File: config.mk
export PLATFORM = sky130hd
export DESIGN_NAME = sound_mixer_dsm_flat
export DESIGN_NICKNAME = d
export VERILOG_FILES = /design/src/rtl/sound_mixer_dsm_if.sv /design/src/rtl/sound_mixer_dsm.sv /design/src/flat_wrapper.sv
export SDC_FILE = /design/constraint.sdc
export NUM_CORES = 1
export LEC_CHECK = 0
export BUFFER_PORTS_ARGS = -buffer_cell sky130_fd_sc_hd__clkbuf_2
export CORE_MARGIN = 2
export CORE_UTILIZATION = 54
export DETAILED_ROUTE_END_ITERATION = 7
export GPL_ROUTABILITY_DRIVEN = 1
export PLACE_DENSITY = 0.83
export SYNTH_ARGS = -nofsm -noshare
export SYNTH_HDL_FRONTEND = slang
export SYNTH_SLANG_ARGS = --single-unit
export TNS_END_PERCENT = 100
File: constraint.sdc
create_clock -name CLK -period 4.9 [get_ports CLK]
set_input_delay 0.49 -clock CLK [delete_from_list [all_inputs] [get_ports CLK]]
set_output_delay 0.49 -clock CLK [all_outputs]
set_load 0.02 [all_outputs]
File: src/rtl/sound_mixer_dsm_if.sv
// ----------------------------------------------------------------------------
// sound_mixer_dsm_if
// Bundles the sample/volume inputs and the mixed-output signals of
// sound_mixer_dsm.
//   IN       channel samples, channel k at [k*IN_WIDTH +: IN_WIDTH]
//   VOL      channel volumes, channel k at [k*VOL_WIDTH +: VOL_WIDTH]
//   MUTE     forces the mixed result to zero
//   OUT      mixed, saturated sample (two's complement)
//   OUT_STB  one-cycle pulse when OUT updates
//   DSM_OUT  1-bit delta-sigma stream
// master: the sound sources / consumer side; slave: the mixer.
// ----------------------------------------------------------------------------
interface sound_mixer_dsm_if #(
   parameter int CH_COUNT  = 4,
   parameter int IN_WIDTH  = 16,
   parameter int VOL_WIDTH = 4,
   parameter int OUT_WIDTH = 16
);
   logic [CH_COUNT*IN_WIDTH-1:0]  IN;
   logic [CH_COUNT*VOL_WIDTH-1:0] VOL;
   logic                          MUTE;
   logic [OUT_WIDTH-1:0]          OUT;
   logic                          OUT_STB;
   logic                          DSM_OUT;

   modport master (output IN, VOL, MUTE, input OUT, OUT_STB, DSM_OUT);
   modport slave  (input IN, VOL, MUTE, output OUT, OUT_STB, DSM_OUT);
endinterface

File: src/rtl/sound_mixer_dsm.sv
// ----------------------------------------------------------------------------
// sound_mixer_dsm
// Mixes CH_COUNT signed channels with per-channel volume through a single
// time-multiplexed MAC, saturates the sum to OUT_WIDTH once every SAMPLE_DIV
// clocks and optionally drives a first-order delta-sigma bitstream.
//
// Ports:
//   CLK      system clock
//   RESET_n  asynchronous active-low reset
//   bus      sound_mixer_dsm_if.slave (IN, VOL, MUTE in; OUT, OUT_STB,
//            DSM_OUT out)
//
// Optional feature: define SOUND_MIXER_DSM_EN to build the delta-sigma
// integrator; otherwise DSM_OUT is tied low.
//
// FSM states:
//   state  | meaning
//   IDLE   | waiting for the sample tick
//   MAC    | accumulating one channel per cycle from the snapshot
//   SAT    | shift, clamp, mute and register the output sample
// ----------------------------------------------------------------------------
module sound_mixer_dsm #(
   parameter int CH_COUNT   = 4,
   parameter int IN_WIDTH   = 16,
   parameter int VOL_WIDTH  = 4,
   parameter int OUT_WIDTH  = 16,
   parameter int SAMPLE_DIV = 448
) (
   input  logic              CLK,
   input  logic              RESET_n,
   sound_mixer_dsm_if.slave  bus
);

   localparam int ACC_W = IN_WIDTH + VOL_WIDTH + $clog2(CH_COUNT) + 1;
   localparam int CNT_W = (SAMPLE_DIV > 1) ? $clog2(SAMPLE_DIV) : 1;
   localparam int IDX_W = (CH_COUNT > 1) ? $clog2(CH_COUNT) : 1;

   localparam logic [CNT_W-1:0] CNT_LAST = CNT_W'(SAMPLE_DIV - 1);
   localparam logic [IDX_W-1:0] IDX_LAST = IDX_W'(CH_COUNT - 1);

   localparam longint OUT_MAX = (longint'(1) << (OUT_WIDTH - 1)) - 1;
   localparam logic signed [ACC_W-1:0] SAT_MAX = ACC_W'(OUT_MAX);
   localparam logic signed [ACC_W-1:0] SAT_MIN = ACC_W'(-OUT_MAX - 1);

   typedef enum logic [1:0] {S_IDLE, S_MAC, S_SAT} state_t;

   state_t                        state_q, state_d;
   logic [CNT_W-1:0]              cnt_q;
   logic                          tick;
   logic [CH_COUNT*IN_WIDTH-1:0]  in_snap_q;
   logic [CH_COUNT*VOL_WIDTH-1:0] vol_snap_q;
   logic                          mute_snap_q;
   logic [IDX_W-1:0]              idx_q, idx_d;
   logic signed [ACC_W-1:0]       acc_q, acc_d;
   logic [OUT_WIDTH-1:0]          out_q, out_d;
   logic                          stb_q, stb_d;

   logic signed [IN_WIDTH-1:0]    in_ch;
   logic [VOL_WIDTH-1:0]          vol_ch;
   logic signed [ACC_W-1:0]       in_ext, vol_ext, prod;
   logic signed [ACC_W-1:0]       shifted;
   logic [OUT_WIDTH-1:0]          sat_val;

   // ---------------- sample-rate divider ----------------
   assign tick = (cnt_q == CNT_LAST);

   always_ff @(posedge CLK or negedge RESET_n) begin
      if (!RESET_n) cnt_q <= '0;
      else          cnt_q <= tick ? '0 : cnt_q + CNT_W'(1);
   end

   // ---------------- input snapshot ----------------
   always_ff @(posedge CLK or negedge RESET_n) begin
      if (!RESET_n) begin
         in_snap_q   <= '0;
         vol_snap_q  <= '0;
         mute_snap_q <= 1'b0;
      end else if (tick) begin
         in_snap_q   <= bus.IN;
         vol_snap_q  <= bus.VOL;
         mute_snap_q <= bus.MUTE;
      end
   end

   // ---------------- FSM: state register ----------------
   always_ff @(posedge CLK or negedge RESET_n) begin
      if (!RESET_n) state_q <= S_IDLE;
      else          state_q <= state_d;
   end

   // ---------------- FSM: next state ----------------
   always_comb begin
      state_d = state_q;
      case (state_q)
         S_IDLE:  if (tick) state_d = S_MAC;
         S_MAC:   if (idx_q == IDX_LAST) state_d = S_SAT;
         S_SAT:   state_d = S_IDLE;
         default: state_d = S_IDLE;
      endcase
   end

   // ---------------- MAC operands ----------------
   // Volume is zero-extended so it stays non-negative in the signed multiply;
   // ACC_W is wide enough that the product and the full sum never wrap.
   always_comb begin
      in_ch   = in_snap_q[int'(idx_q)*IN_WIDTH +: IN_WIDTH];
      vol_ch  = vol_snap_q[int'(idx_q)*VOL_WIDTH +: VOL_WIDTH];
      in_ext  = {{(ACC_W-IN_WIDTH){in_ch[IN_WIDTH-1]}}, in_ch};
      vol_ext = {{(ACC_W-VOL_WIDTH){1'b0}}, vol_ch};
      prod    = in_ext * vol_ext;
   end

   // ---------------- output scaling and clamp ----------------
   always_comb begin
      shifted = acc_q >>> (VOL_WIDTH - 1);
      if (shifted > SAT_MAX)      sat_val = OUT_WIDTH'(SAT_MAX);
      else if (shifted < SAT_MIN) sat_val = OUT_WIDTH'(SAT_MIN);
      else                        sat_val = shifted[OUT_WIDTH-1:0];
   end

   // ---------------- FSM: outputs / datapath next values ----------------
   always_comb begin
      acc_d = acc_q;
      idx_d = idx_q;
      out_d = out_q;
      stb_d = 1'b0;
      case (state_q)
         S_IDLE: begin
            if (tick) begin
               acc_d = '0;
               idx_d = '0;
            end
         end
         S_MAC: begin
            acc_d = acc_q + prod;
            idx_d = idx_q + IDX_W'(1);
         end
         S_SAT: begin
            out_d = mute_snap_q ? '0 : sat_val;
            stb_d = 1'b1;
         end
         default: ;
      endcase
   end

   always_ff @(posedge CLK or negedge RESET_n) begin
      if (!RESET_n) begin
         acc_q <= '0;
         idx_q <= '0;
         out_q <= '0;
         stb_q <= 1'b0;
      end else begin
         acc_q <= acc_d;
         idx_q <= idx_d;
         out_q <= out_d;
         stb_q <= stb_d;
      end
   end

   assign bus.OUT     = out_q;
   assign bus.OUT_STB = stb_q;

   // ---------------- delta-sigma modulator ----------------
`ifdef SOUND_MIXER_DSM_EN
   logic [OUT_WIDTH-1:0] dsm_u;
   logic [OUT_WIDTH:0]   integ_q, integ_d;

   // Offset-binary input: flipping the MSB maps -2^(N-1)..2^(N-1)-1 to 0..2^N-1.
   assign dsm_u   = {~out_q[OUT_WIDTH-1], out_q[OUT_WIDTH-2:0]};
   assign integ_d = {1'b0, integ_q[OUT_WIDTH-1:0]} + {1'b0, dsm_u};

   always_ff @(posedge CLK or negedge RESET_n) begin
      if (!RESET_n) integ_q <= '0;
      else          integ_q <= integ_d;
   end

   assign bus.DSM_OUT = integ_q[OUT_WIDTH];
`else
   assign bus.DSM_OUT = 1'b0;
`endif

endmodule
File: src/flat_wrapper.sv
// flat-port wrapper written by rule: the top's interface ports become plain ports
module sound_mixer_dsm_flat 
#(
   parameter int CH_COUNT   = 4,
   parameter int IN_WIDTH   = 16,
   parameter int VOL_WIDTH  = 4,
   parameter int OUT_WIDTH  = 16,
   parameter int SAMPLE_DIV = 448
)
  (CLK, RESET_n, bus_IN, bus_VOL, bus_MUTE, bus_OUT, bus_OUT_STB, bus_DSM_OUT);
  sound_mixer_dsm_if #(.CH_COUNT(CH_COUNT), .IN_WIDTH(IN_WIDTH), .VOL_WIDTH(VOL_WIDTH), .OUT_WIDTH(OUT_WIDTH)) bus_i ();
  input  logic CLK;
  input  logic RESET_n;
  input wire logic [$bits(bus_i.IN)-1:0] bus_IN;
  input wire logic [$bits(bus_i.VOL)-1:0] bus_VOL;
  input wire logic [$bits(bus_i.MUTE)-1:0] bus_MUTE;
  output wire logic [$bits(bus_i.OUT)-1:0] bus_OUT;
  output wire logic [$bits(bus_i.OUT_STB)-1:0] bus_OUT_STB;
  output wire logic [$bits(bus_i.DSM_OUT)-1:0] bus_DSM_OUT;
  assign bus_i.IN = bus_IN;
  assign bus_i.VOL = bus_VOL;
  assign bus_i.MUTE = bus_MUTE;
  assign bus_OUT = bus_i.OUT;
  assign bus_OUT_STB = bus_i.OUT_STB;
  assign bus_DSM_OUT = bus_i.DSM_OUT;
  sound_mixer_dsm #(.CH_COUNT(CH_COUNT), .IN_WIDTH(IN_WIDTH), .VOL_WIDTH(VOL_WIDTH), .OUT_WIDTH(OUT_WIDTH), .SAMPLE_DIV(SAMPLE_DIV)) u_core (.CLK(CLK), .RESET_n(RESET_n), .bus(bus_i));
endmodule
Word-level counts from Yosys, hierarchy flattened --
Cells that the tools add are included.
Cells by class: add/subtract/negate cells 3, $mul 1, order comparisons 2, equal/unequal tests 6, shift operators 2, multiplexer cells 12, reduce and logical (&&, ||, !) cells 4
Operators by type and width (number):
- $shiftx 64x7->16 | 1
- $mux 16 | 3
- $pmux 23 s2 | 1
- $add 23x21->23 | 1
- $mux 23 | 1
- $mul 16x5->21 | 1
- $gt 20x16->1 const B | 1
- $lt 20x16->1 const B | 1
- $shiftx 16x5->4 | 1
- $add 9x1->9 const B | 1
- $eq 9x9->1 const B | 1
- $mux 9 | 1
- $pmux 2 s2 | 2
- $mux 2 | 3
- $eq 2x2->1 const B | 2
- $ne 2x1->1 const B | 2
- $reduce_and 2->1 | 2
- $add 2x1->2 const B | 1
- $eq 2x1->1 const B | 1
- $logic_not 2->1 | 1
- $reduce_bool 2->1 | 1
- $mux 1 | 1
Storage, ports and cells: flip-flop bits (word level) 134, input bits 83, output and inout port bits 18, word-level logic and storage cells 39

Depth between registers and ports, before layout --
Gate-level depths: netlist of the first run.
depth in word-level cells 4, gate-level depth with buffers 17, mapped depth without buffers 16

Worst setup path after synthesis of the first run --
OpenSTA, ideal clock, no wires.
kind register to register, start point register u_core.idx_q[0], end point register u_core.acc_q[22], library setup time 0.131 ns, arrival 4.831 ns, required time 4.769 ns, setup slack -0.062 ns, stages on the path, launching flop included 17, path buffers 2, clock period less this slack 4.962 ns, path through dfrtp_1 > buf_2 > buf_2 > mux4_2 > and2_1 > fa_1 > fa_1 > inv_1 > fa_1 > inv_1 > ha_1 > o211ai_1 > a21o_1 > a31oi_1 > a21o_1 > a31oi_1 > or3_1
On the way: word-level cells in the longest chain between the ends 4, elaborated cells on any way between the ends 5, classes of those cells add/sub: 1; mul: 1; shift: 2; mux: 1
RTL lines:
- start, declared | line sound_mixer_dsm.sv:53 | logic [IDX_W-1:0] idx_q, idx_d;
- start signal, assigned | line sound_mixer_dsm.sv:154 | idx_q <= idx_d;
- $shiftx 64x7->16 / $shiftx 16x5->4 (equally long branches) | line sound_mixer_dsm.sv:106, sound_mixer_dsm.sv:107
- $mul 16x5->21 * | line sound_mixer_dsm.sv:110 | prod = in_ext * vol_ext;
- $add 23x21->23 * | line sound_mixer_dsm.sv:135 | acc_d = acc_q + prod;
- $pmux 23 s2 * | line sound_mixer_dsm.sv:127 | case (state_q)
- end signal, assigned | line sound_mixer_dsm.sv:148 | acc_q <= '0;
- end signal, assigned | line sound_mixer_dsm.sv:153 | acc_q <= acc_d;
- end, declared | line sound_mixer_dsm.sv:54 | logic signed [ACC_W-1:0] acc_q, acc_d;
Mark *: on every way between the ends. The rest lies on a longest branch, timed or not. A chain may end at the register's enable or synchronous reset.

Final worst setup path of the first run --
start point register u_core.idx_q[0], end point register u_core.acc_q[15]
The elaborated chain is that of the path after synthesis.

==> impl_metrics.env, run 1 <==
export IMPL_tritoncts="done"
export IMPL_wl_per_cell_um=16.5
export IMPL_htree_levels=4
export IMPL_fin_skew_ns=0.00867
export IMPL_place_ws_ns=0.0386
export IMPL_power_density_mw_per_mm2=226
export IMPL_area_growth_pct=17.5
export IMPL_cts_sinks=134
export IMPL_cts_root_buf="clkbuf_16"
export IMPL_yosysUniqueCellTypes=51
export IMPL_grt_use_total_pct=25.2
export IMPL_finalPower_mw=2.34
export IMPL_drv_cap=0
export IMPL_required_ns=5.17
export IMPL_status="finished, final reports clean"
export IMPL_postCtsHoldBufs=0
export IMPL_layout_setup_ws_ns=0.123
export IMPL_fmax_mhz=209
export IMPL_grt_antenna_before_repair=0
export IMPL_vias=7127
export IMPL_synth_area_per_cell_um2=9.10
export IMPL_clk_pin_slew_ns=0.06
export IMPL_fin_crit_ns=4.78
export IMPL_dpl_hpwl_mm=14.9
export IMPL_port_buffers=99
export IMPL_synth_flop_cell="dfrtp_1"
export IMPL_pin_count=101
export IMPL_placed_area_mm2=0.00962
export IMPL_final_common_cell="nand2_1"
export IMPL_coreArea_mm2=0.0159
export IMPL_clock_latency_ns=0.43
export IMPL_place_congestion=0.948
export IMPL_yosysWarningCount=0
export IMPL_fp_row_count=46
export IMPL_seq_area_frac_synth_pct=38.0
export IMPL_start_util_pct=55.4
export IMPL_min_period_over_period_pct=97.5
export IMPL_final_cells=1316
export IMPL_finish_utilization_pct=65.0
export IMPL_grt_max_degree=86
export IMPL_dr_pass1_iters=5
export IMPL_drive_gt1_share_pct=18.6
export IMPL_postRouteAntennaNets=0
export IMPL_drc=0
export IMPL_grt_overflow=0
export IMPL_hold_viol=0
export IMPL_hold_slack_ns=0.109
export IMPL_min_path_type="in -> async"
export IMPL_p_leak_nw=5.24
export IMPL_end_kind="register"
export IMPL_synth_fp_nets=1157
export IMPL_fp_dieArea_mm2=0.0174
export IMPL_wirelength_mm=21.8
export IMPL_synth_async_reset_ratio_pct=100
export IMPL_synth_edf_count=0
export IMPL_final_area_mm2=0.0104
export IMPL_setup_viol=0
export IMPL_layout_common_cells="nand2_1 (312), dfrtp_1 (133), inv_1 (109)"
export IMPL_clk_path_buf_depth=2
export IMPL_finalSetupTns_ns=0
export IMPL_diodes=0
export IMPL_relSlewSlack_pct=32.0
export IMPL_syn_cell_area_mm2=0.00882
export IMPL_crit_type="reg -> reg"
export IMPL_cp_max_fo=18
export IMPL_tightest_slew_ns=1.02
export IMPL_die_y_um=132
export IMPL_place_inst=1269
export IMPL_ys_ff_latch=134
export IMPL_start_kind="register"
export IMPL_grt_pass1_vias=7141
export IMPL_fin_nets=1274
export IMPL_dr_first_iter_drc_count=560
export IMPL_cts_made_buffers=17
export IMPL_crit_arrival_ns=5.04
export IMPL_slew_viol_final=0
export IMPL_synthCells=970
export IMPL_via_per_inst=5.42
export IMPL_grt_pass1_wl_mm=34.9
export IMPL_vdd_drop_max_mv=0.242
export IMPL_die_w_um=132
-- worst max-delay path: stages (launching register included) --
cell and delay [ns]:
dfrtp_1 0.42, buf_12 0.20, mux4_2 0.56, and2_1 0.20, fa_1 0.48, fa_1 0.50
inv_1 0.06, fa_1 0.53, inv_1 0.04, ha_1 0.34, o211ai_1 0.13, o211ai_1 0.41
a21oi_2 0.15, o21ai_0 0.29, xnor2_1 0.17, o21ai_0 0.10
-- registers in the layout (all words and copies together), names as in the netlist --
name                count
u_core.state_q          2
u_core.in_snap_q       64
u_core.acc_q           23
u_core.cnt_q            9
u_core.bus.OUT         16
u_core.mute_snap_q      1
u_core.bus.OUT_STB      1
u_core.idx_q            2
u_core.vol_snap_q      16
-- area by class of cell --
cell class              instances  area, um2
inverters                     110        413
clock inverters                14        103
fillers                      1223       5580
repair buffers                133        786
flip-flops and latches        134       3350
multi-input cells             691       5000
clock buffers                  18        439
well taps                     216        270
-- cell families (layout without fill, tap and decap cells) --
kind of cell / count (synthesis) / after routing / synth area share (%)
other: 1 / 1 / 0.0425
buffers and inverters: 147 / 275 / 6.32
XOR/XNOR: 21 / 21 / 2.08
multiplexers: 22 / 24 / 5.36
adder cells (fa/ha/maj): 104 / 104 / 19.5
AO/OA/AOI/OAI: 107 / 107 / 7.34
flip-flops: 134 / 134 / 38.0
AND/OR/NAND/NOR: 434 / 434 / 21.3
-- metal layers --
layer | share of wire [%] | wire, um | global-route usage [%] | vias to the layer above
met1 | 42 | 9100 | 34.0 | 3406
met2 | 48 | 10500 | 41.1 | 335
li1 | - | - | - | 3324
met4 | 3.1 | 685 | 9.42 | 0
met3 | 6.8 | 1470 | 4.46 | 62
met5 | 0 | 0 | 0 | -
-- Yosys cell counts, drive strengths merged (3+ instances only) --
| library cell | count | area share [%] |
|---|---|---|
| mux4 | 20 | 5.1 |
| fa | 56 | 13 |
| inv | 110 | 4.7 |
| o21ai | 44 | 2.5 |
| o211ai | 4 | 0.34 |
| nand2 | 312 | 13 |
| clkbuf | 32 | 1.4 |
| a21o | 5 | 0.43 |
| xnor2 | 13 | 1.3 |
| nand3 | 16 | 0.91 |
| a22o | 4 | 0.40 |
| a21oi | 26 | 1.5 |
| and2 | 62 | 4.4 |
| a211oi | 5 | 0.43 |
| a32o | 3 | 0.34 |
| nand2b | 7 | 0.50 |
| ha | 48 | 6.8 |
| xor2 | 8 | 0.79 |
| dfrtp | 134 | 38 |
| buf | 5 | 0.28 |
| nor2 | 19 | 0.81 |
| nor3 | 3 | 0.17 |
-- timing repair --
action	in CTS	in global routing
buffers inserted	0	13
resized for setup	0	18
setup endpoints to repair	0	10
endpoints found under the hold margin	0	0
-- worst paths after layout --
| path | start | to | slack [ns] | cells past startpoint |
|---|---|---|---|---|
| hold reg to reg | u_core.bus.OUT[5] | u_core.bus.OUT[5] | 0.46 | 2 |
| max in group asynchronous | RESET_n | u_core.in_snap_q[5] | 3.62 | 2 |
| setup reg to reg | u_core.idx_q[0] | u_core.acc_q[15] | 0.12 | 15 |
| min in group CLK | bus_IN[49] | u_core.in_snap_q[49] | 0.25 | 3 |
| hold / removal | RESET_n | u_core.in_snap_q[40] | 0.11 | 1 |
| setup / recovery | u_core.idx_q[0] | u_core.acc_q[15] | 0.12 | 15 |
-- report_power, final --
group          total, mW  internal [mW]  switching (mW)  leakage, nW
logic             0.0553         0.0244          0.0309         3.56
clock network       1.18          0.661           0.517        0.248
registers           1.11           1.11               0         1.43
total               2.34           1.79           0.548         5.24
Note: power is estimated with default switching activity, not from simulation.
==> run 2, diff against run 1 <==
CORE_UTILIZATION = 45   (was 54)
PLACE_DENSITY = 0.67   (was 0.83)
==> run 2 against run 1 <==
Clock skew increased by 0.0026 ns; sequential share of layout area decreased by 0.31 points; clock power increased by 8%; routed wire length decreased by 4.4%; largest cell class unchanged; count of clock-buffer cells in the layout increased by 1; register-to-register slack got worse by 0.05 ns; setup slack got worse by 0.047 ns; cell count increased by 3.7%; power increased by 4.5%; highest routed layer unchanged.
==> impl_metrics.env, run 2 (synthesis results as in run 1) <==
export IMPL_min_period_over_period_pct=98.4
export IMPL_dr_first_iter_drc_count=323
export IMPL_cts_root_buf="clkbuf_16"
export IMPL_drv_cap=0
export IMPL_multi_input_area_mm2=0.00499
export IMPL_tightest_slew_ns=0.959
export IMPL_layout_common_cells="nand2_1 (312), dfrtp_1 (134), inv_1 (109)"
export IMPL_cp_cell_sequence="buf_6, mux4_2, buf_4, and2_1, fa_1, fa_1, inv_1, fa_1, inv_1, ha_1, o21a_1, o21ai_1, a31oi_2, a21o_1, a31oi_1, or3_1"
export IMPL_vias=6886
export IMPL_relSlewSlack_pct=35.9
export IMPL_die_w_um=144
export IMPL_top_register="u_core.in_snap_q"
export IMPL_htree_levels=4
export IMPL_cp_max_fo=6
export IMPL_cts_sinks=134
export IMPL_cp_top_family="adder cells"
export IMPL_setup_viol=0
export IMPL_crit_top_cell="fa_1"
export IMPL_grt_setup_unrepaired="yes"
export IMPL_end_kind="register"
export IMPL_r2r_start="u_core.idx_q[0]"
export IMPL_fmax_mhz=207
export IMPL_clk_path_buf_depth=2
export IMPL_finish_utilization_pct=54.1
export IMPL_fin_skew_ns=0.0113
export IMPL_r2r_end="u_core.acc_q[22]"
export IMPL_grt_overflow=0
export IMPL_tritoncts="done"
export IMPL_die_y_um=144
export IMPL_port_buffers=99
export IMPL_fp_row_count=51
export IMPL_r2r_slack_ns=0.08
export IMPL_crit_type="reg -> reg"
export IMPL_hold_slack_ns=0.143
export IMPL_crit_buf_inv=4
export IMPL_area_growth_pct=18.6
export IMPL_grt_pass1_wl_mm=34.6
export IMPL_postRouteAntennaNets=0
export IMPL_drc=0
export IMPL_r2r_cells=16
export IMPL_largest_reg_flops=64
export IMPL_start_util_pct=45.6
export IMPL_wirelength_mm=20.8
export IMPL_vdd_drop_max_mv=0.224
export IMPL_fin_nets=1274
export IMPL_crit_arrival_ns=5.13
export IMPL_fp_dieArea_mm2=0.0207
export IMPL_fillerInstances=1738
export IMPL_drive_gt1_share_pct=18.3
export IMPL_wl_per_cell_um=15.2
export IMPL_fin_crit_ns=4.82
export IMPL_grt_antenna_before_repair=0
export IMPL_dpl_hpwl_mm=15.1
export IMPL_coreArea_mm2=0.0193
export IMPL_dr_pass1_iters=8
export IMPL_power_density_mw_per_mm2=234
export IMPL_slew_viol_final=0
export IMPL_final_common_cell="nand2_1"
export IMPL_diodes=0
export IMPL_grt_pass1_vias=7032
export IMPL_p_leak_nw=5.27
export IMPL_via_per_inst=5.04
export IMPL_slowest_delay_ns=0.62
export IMPL_top_regs="u_core.in_snap_q (64), u_core.acc_q (23)"
export IMPL_place_congestion=0.920
export IMPL_min_path_type="in -> async"
export IMPL_start_kind="register"
export IMPL_cts_made_buffers=17
export IMPL_status="finished, final reports clean"
export IMPL_pin_count=101
export IMPL_grt_use_total_pct=21.3
export IMPL_required_ns=5.20
export IMPL_hold_viol=0
export IMPL_slowest_stage="mux4_2"
export IMPL_grt_max_degree=87
export IMPL_clock_latency_ns=0.43
export IMPL_clk_pin_slew_ns=0.06
export IMPL_regArea_mm2=0.00335
[run 2: cell count changes in the layout (fill, tap and decap cells not counted), sizes merged]
cell	delta
clkinvlp	-6
inv	+4
bufinv	+1
clkbuf	+1
[run 2: per-stage QoR]
stage | setup TNS [ns] | setup slack (ns) | instances | instance area, um2 | total power, mW
2_1_floorplan | 0 | 0.0208 | 970 | 8830 | 1.13
3_3_place_gp | 0 | 0.0935 | 1327 | 9760 | 1.18
3_5_place_dp | -0.0407 | -0.0407 | 1327 | 9760 | 1.18
4_1_cts | 0 | 0.0232 | 1359 | 10300 | 2.47
5_1_grt | -0.0194 | -0.0150 | 1365 | 10500 | 2.53
6_report | 0 | 0.0763 | 1365 | 10500 | 2.45
[run 2: how the worst max path moves through the flow]
stage,startpoint,to,cells past startpoint
after floorplan,u_core.idx_q[0],u_core.acc_q[22],16
after global placement,u_core.idx_q[0],u_core.acc_q[22],16
after detailed placement,u_core.idx_q[0],u_core.acc_q[22],16
after CTS,u_core.idx_q[0],u_core.acc_q[22],16
after global routing,u_core.idx_q[0],u_core.acc_q[19],15
final,u_core.idx_q[0],u_core.acc_q[22],16
[run 2: layout make-up]
cell class | count | share of cell area (%)
Clock buffer | 19 | 4.33
Clock inverter | 13 | 1.27
Inverter | 110 | 3.95
Multi-Input combinational cell | 691 | 47.7
Sequential cell | 134 | 32.0
Tap cell | 265 | 3.17
Timing Repair Buffer | 133 | 7.51
[run 2: timing repair]
item                                    CTS  global route
pin swaps                                 0             2
gates cloned                              0             2
endpoints found under the setup margin    2             6
resized for setup                         1            13
setup buffers                             0             4
hold buffers                              0             0
[run 2: where the power goes]
group,leakage [nW],switching [mW],internal (mW)
Clock,0.288,0.544,0.741
Combinational,3.55,0.0306,0.0244
Sequential,1.43,0,1.11
[run 2: per-layer routing]
layer	GRT usage, %	vias to the layer above	part of all wire [%]
met5	0	-	0
met4	5.99	0	1.5
met3	3.28	27	4.7
met2	34.4	186	48
met1	30.3	3346	46
li1	-	3327	-
==> run 3, diff against run 2 <==
CTS_CLUSTER_SIZE = 28   (was unset)
SETUP_SLACK_MARGIN = 0.4   (was unset)
==> run 3 against run 2 <==
Sequential cell count did not move; power rose by 5.6%; routed wire length up 2.2%; worst hold slack lost 0.0079 ns; combinational power increased by 0.7%; setup slack improved by 0.079 ns; sequential share of layout area shrank 1.5 points; non-clock buffer count grew 13; via count is 1.1% higher; critical path depth fell by 1; register-to-register slack better by 0.08 ns; global-route usage up 0.69 points; largest power group unchanged.
==> impl_metrics.env, run 3 (synthesis results as in run 1) <==
export IMPL_status="finished, final reports clean"
export IMPL_clk_pin_slew_ns=0.06
export IMPL_wirelength_mm=21.3
export IMPL_die_w_um=144
export IMPL_crit_end="u_core.acc_q[19]"
export IMPL_r2r_slack_ns=0.16
export IMPL_relSlewSlack_pct=18.0
export IMPL_required_ns=5.17
export IMPL_finalPower_mw=2.58
export IMPL_fin_nets=1286
export IMPL_fillerInstances=1692
export IMPL_min_period_over_period_pct=96.8
export IMPL_final_common_cell="nand2_1"
export IMPL_grt_setup_unrepaired="yes"
export IMPL_drv_cap=0
export IMPL_grt_antenna_before_repair=0
export IMPL_fin_crit_ns=4.74
export IMPL_power_density_mw_per_mm2=235
export IMPL_drc=0
export IMPL_grt_pass1_wl_mm=35.5
export IMPL_layout_common_cells="nand2_1 (312), dfrtp_1 (133), inv_1 (102)"
export IMPL_r2r_start="u_core.idx_q[0]"
export IMPL_die_y_um=144
export IMPL_min_path_type="in -> async"
export IMPL_p_leak_nw=5.47
export IMPL_cp_max_fo=6
export IMPL_end_kind="register"
export IMPL_wl_per_cell_um=15.4
export IMPL_cp_startpoint="u_core.idx_q[0]"
export IMPL_r2r_cells=15
export IMPL_port_buffers=99
export IMPL_fin_skew_ns=0.00705
export IMPL_start_kind="register"
export IMPL_tritoncts="done"
export IMPL_tightest_slew_ns=1.23
export IMPL_hold_viol=0
export IMPL_via_per_inst=5.06
export IMPL_area_growth_pct=24.6
export IMPL_fp_row_count=51
export IMPL_cts_root_buf="clkbuf_16"
export IMPL_grt_use_total_pct=22.0
export IMPL_finish_utilization_pct=56.8
export IMPL_largest_reg_flops=64
export IMPL_vias=6961
export IMPL_slew_viol_final=0
export IMPL_placed_area_mm2=0.00978
export IMPL_dr_first_iter_drc_count=282
export IMPL_grt_overflow=0
export IMPL_vdd_drop_max_mv=0.211
export IMPL_fp_dieArea_mm2=0.0207
export IMPL_top_regs="u_core.in_snap_q (64), u_core.acc_q (23)"
export IMPL_place_congestion=0.879
export IMPL_coreArea_mm2=0.0193
export IMPL_top_register="u_core.in_snap_q"
export IMPL_setup_viol=0
export IMPL_clk_path_buf_depth=2
export IMPL_dpl_hpwl_mm=15.1
export IMPL_grt_max_degree=97
export IMPL_final_area_mm2=0.0110
export IMPL_hold_slack_ns=0.135
export IMPL_clock_latency_ns=0.42
export IMPL_dr_pass1_iters=5
export IMPL_r2r_end="u_core.acc_q[19]"
export IMPL_fmax_mhz=211
export IMPL_start_util_pct=45.6
export IMPL_crit_type="reg -> reg"
export IMPL_postRouteAntennaNets=0
export IMPL_cts_made_buffers=17
export IMPL_diodes=0
export IMPL_drive_gt1_share_pct=24.0
export IMPL_cts_sinks=134
export IMPL_crit_arrival_ns=5.02
export IMPL_htree_levels=4
export IMPL_grt_pass1_vias=7224
export IMPL_pin_count=101
==> run 3: cell count changes in the layout (fill, tap and decap cells not counted), sizes merged <==
cell,before,now
buf,35,48
bufinv,1,5
inv,118,115
clkinv,3,2
mux4,22,21
==> run 3: worst min path at each step <==
stage	startpoint	to	slack [ns]	depth (start not counted)
3_5_place_dp	u_core.bus.OUT[1]	u_core.bus.OUT[1]	0.45	2
5_1_grt	RESET_n	u_core.in_snap_q[16]	0.23	1
3_3_place_gp	u_core.bus.OUT[14]	u_core.bus.OUT[14]	0.45	2
4_1_cts	RESET_n	u_core.in_snap_q[34]	0.18	1
6_report	RESET_n	u_core.in_snap_q[34]	0.13	1
2_1_floorplan	RESET_n	u_core.acc_q[0]	0.19	0
==> run 3: what timing repair did <==
action,in CTS,in global routing
buffers inserted,23,5
resized for setup,34,26
pin swaps,31,25
setup endpoints to repair,12,14
hold buffers,0,0
hold endpoints to repair,0,0
cloned,2,0
==> run 3: stage by stage <==
stage	instances	worst slack [ns]	setup TNS (ns)
2_1_floorplan	970	0.398	0
3_3_place_gp	1315	0.135	0
3_5_place_dp	1315	0.0993	0
4_1_cts	1372	0.265	0
5_1_grt	1377	-0.0145	-0.0145
6_report	1377	0.155	0
==> run 3: routing by layer <==
metal  vias up  global-route usage, %  wire length [um]  share of wire [%]
li1       3351                      -                 -                  -
met1      3374                   30.6              9830                 46
met2       194                   35.0              9920                 47
met3        42                   3.31               916                4.3
met4         0                   8.88               594                2.8
met5         -                      0                 0                  0
==> run 3: cell type report <==
| cell class | instances | area (um2) | share of cell area, % |
|---|---|---|---|
| multi-input cells | 690 | 5270 | 47.9 |
| flip-flops and latches | 134 | 3350 | 30.5 |
| repair buffers | 146 | 977 | 8.89 |
| clock buffers | 19 | 433 | 3.94 |
| inverters | 110 | 413 | 3.76 |
| well taps | 265 | 332 | 3.02 |
| clock inverters | 13 | 215 | 1.96 |
==> run 3: critical path, cell delays in order (launching register included) <==
cell and delay, ns:
dfrtp_2 0.46, mux4_2 0.64, buf_12 0.18, and2_4 0.15
fa_1 0.48, fa_1 0.51, inv_2 0.04, fa_1 0.51
inv_2 0.05, ha_4 0.27, o211ai_1 0.10, o211ai_1 0.48
a21oi_2 0.17, o311ai_2 0.31, xnor2_1 0.16, o21ai_1 0.08
==> run 3: power breakdown <==
| part | switching (mW) | total, mW | internal, mW | leakage [nW] |
|---|---|---|---|---|
| clock network | 0.510 | 1.42 | 0.911 | 0.313 |
| registers | 0 | 1.11 | 1.11 | 1.43 |
| logic | 0.0310 | 0.0554 | 0.0244 | 3.73 |
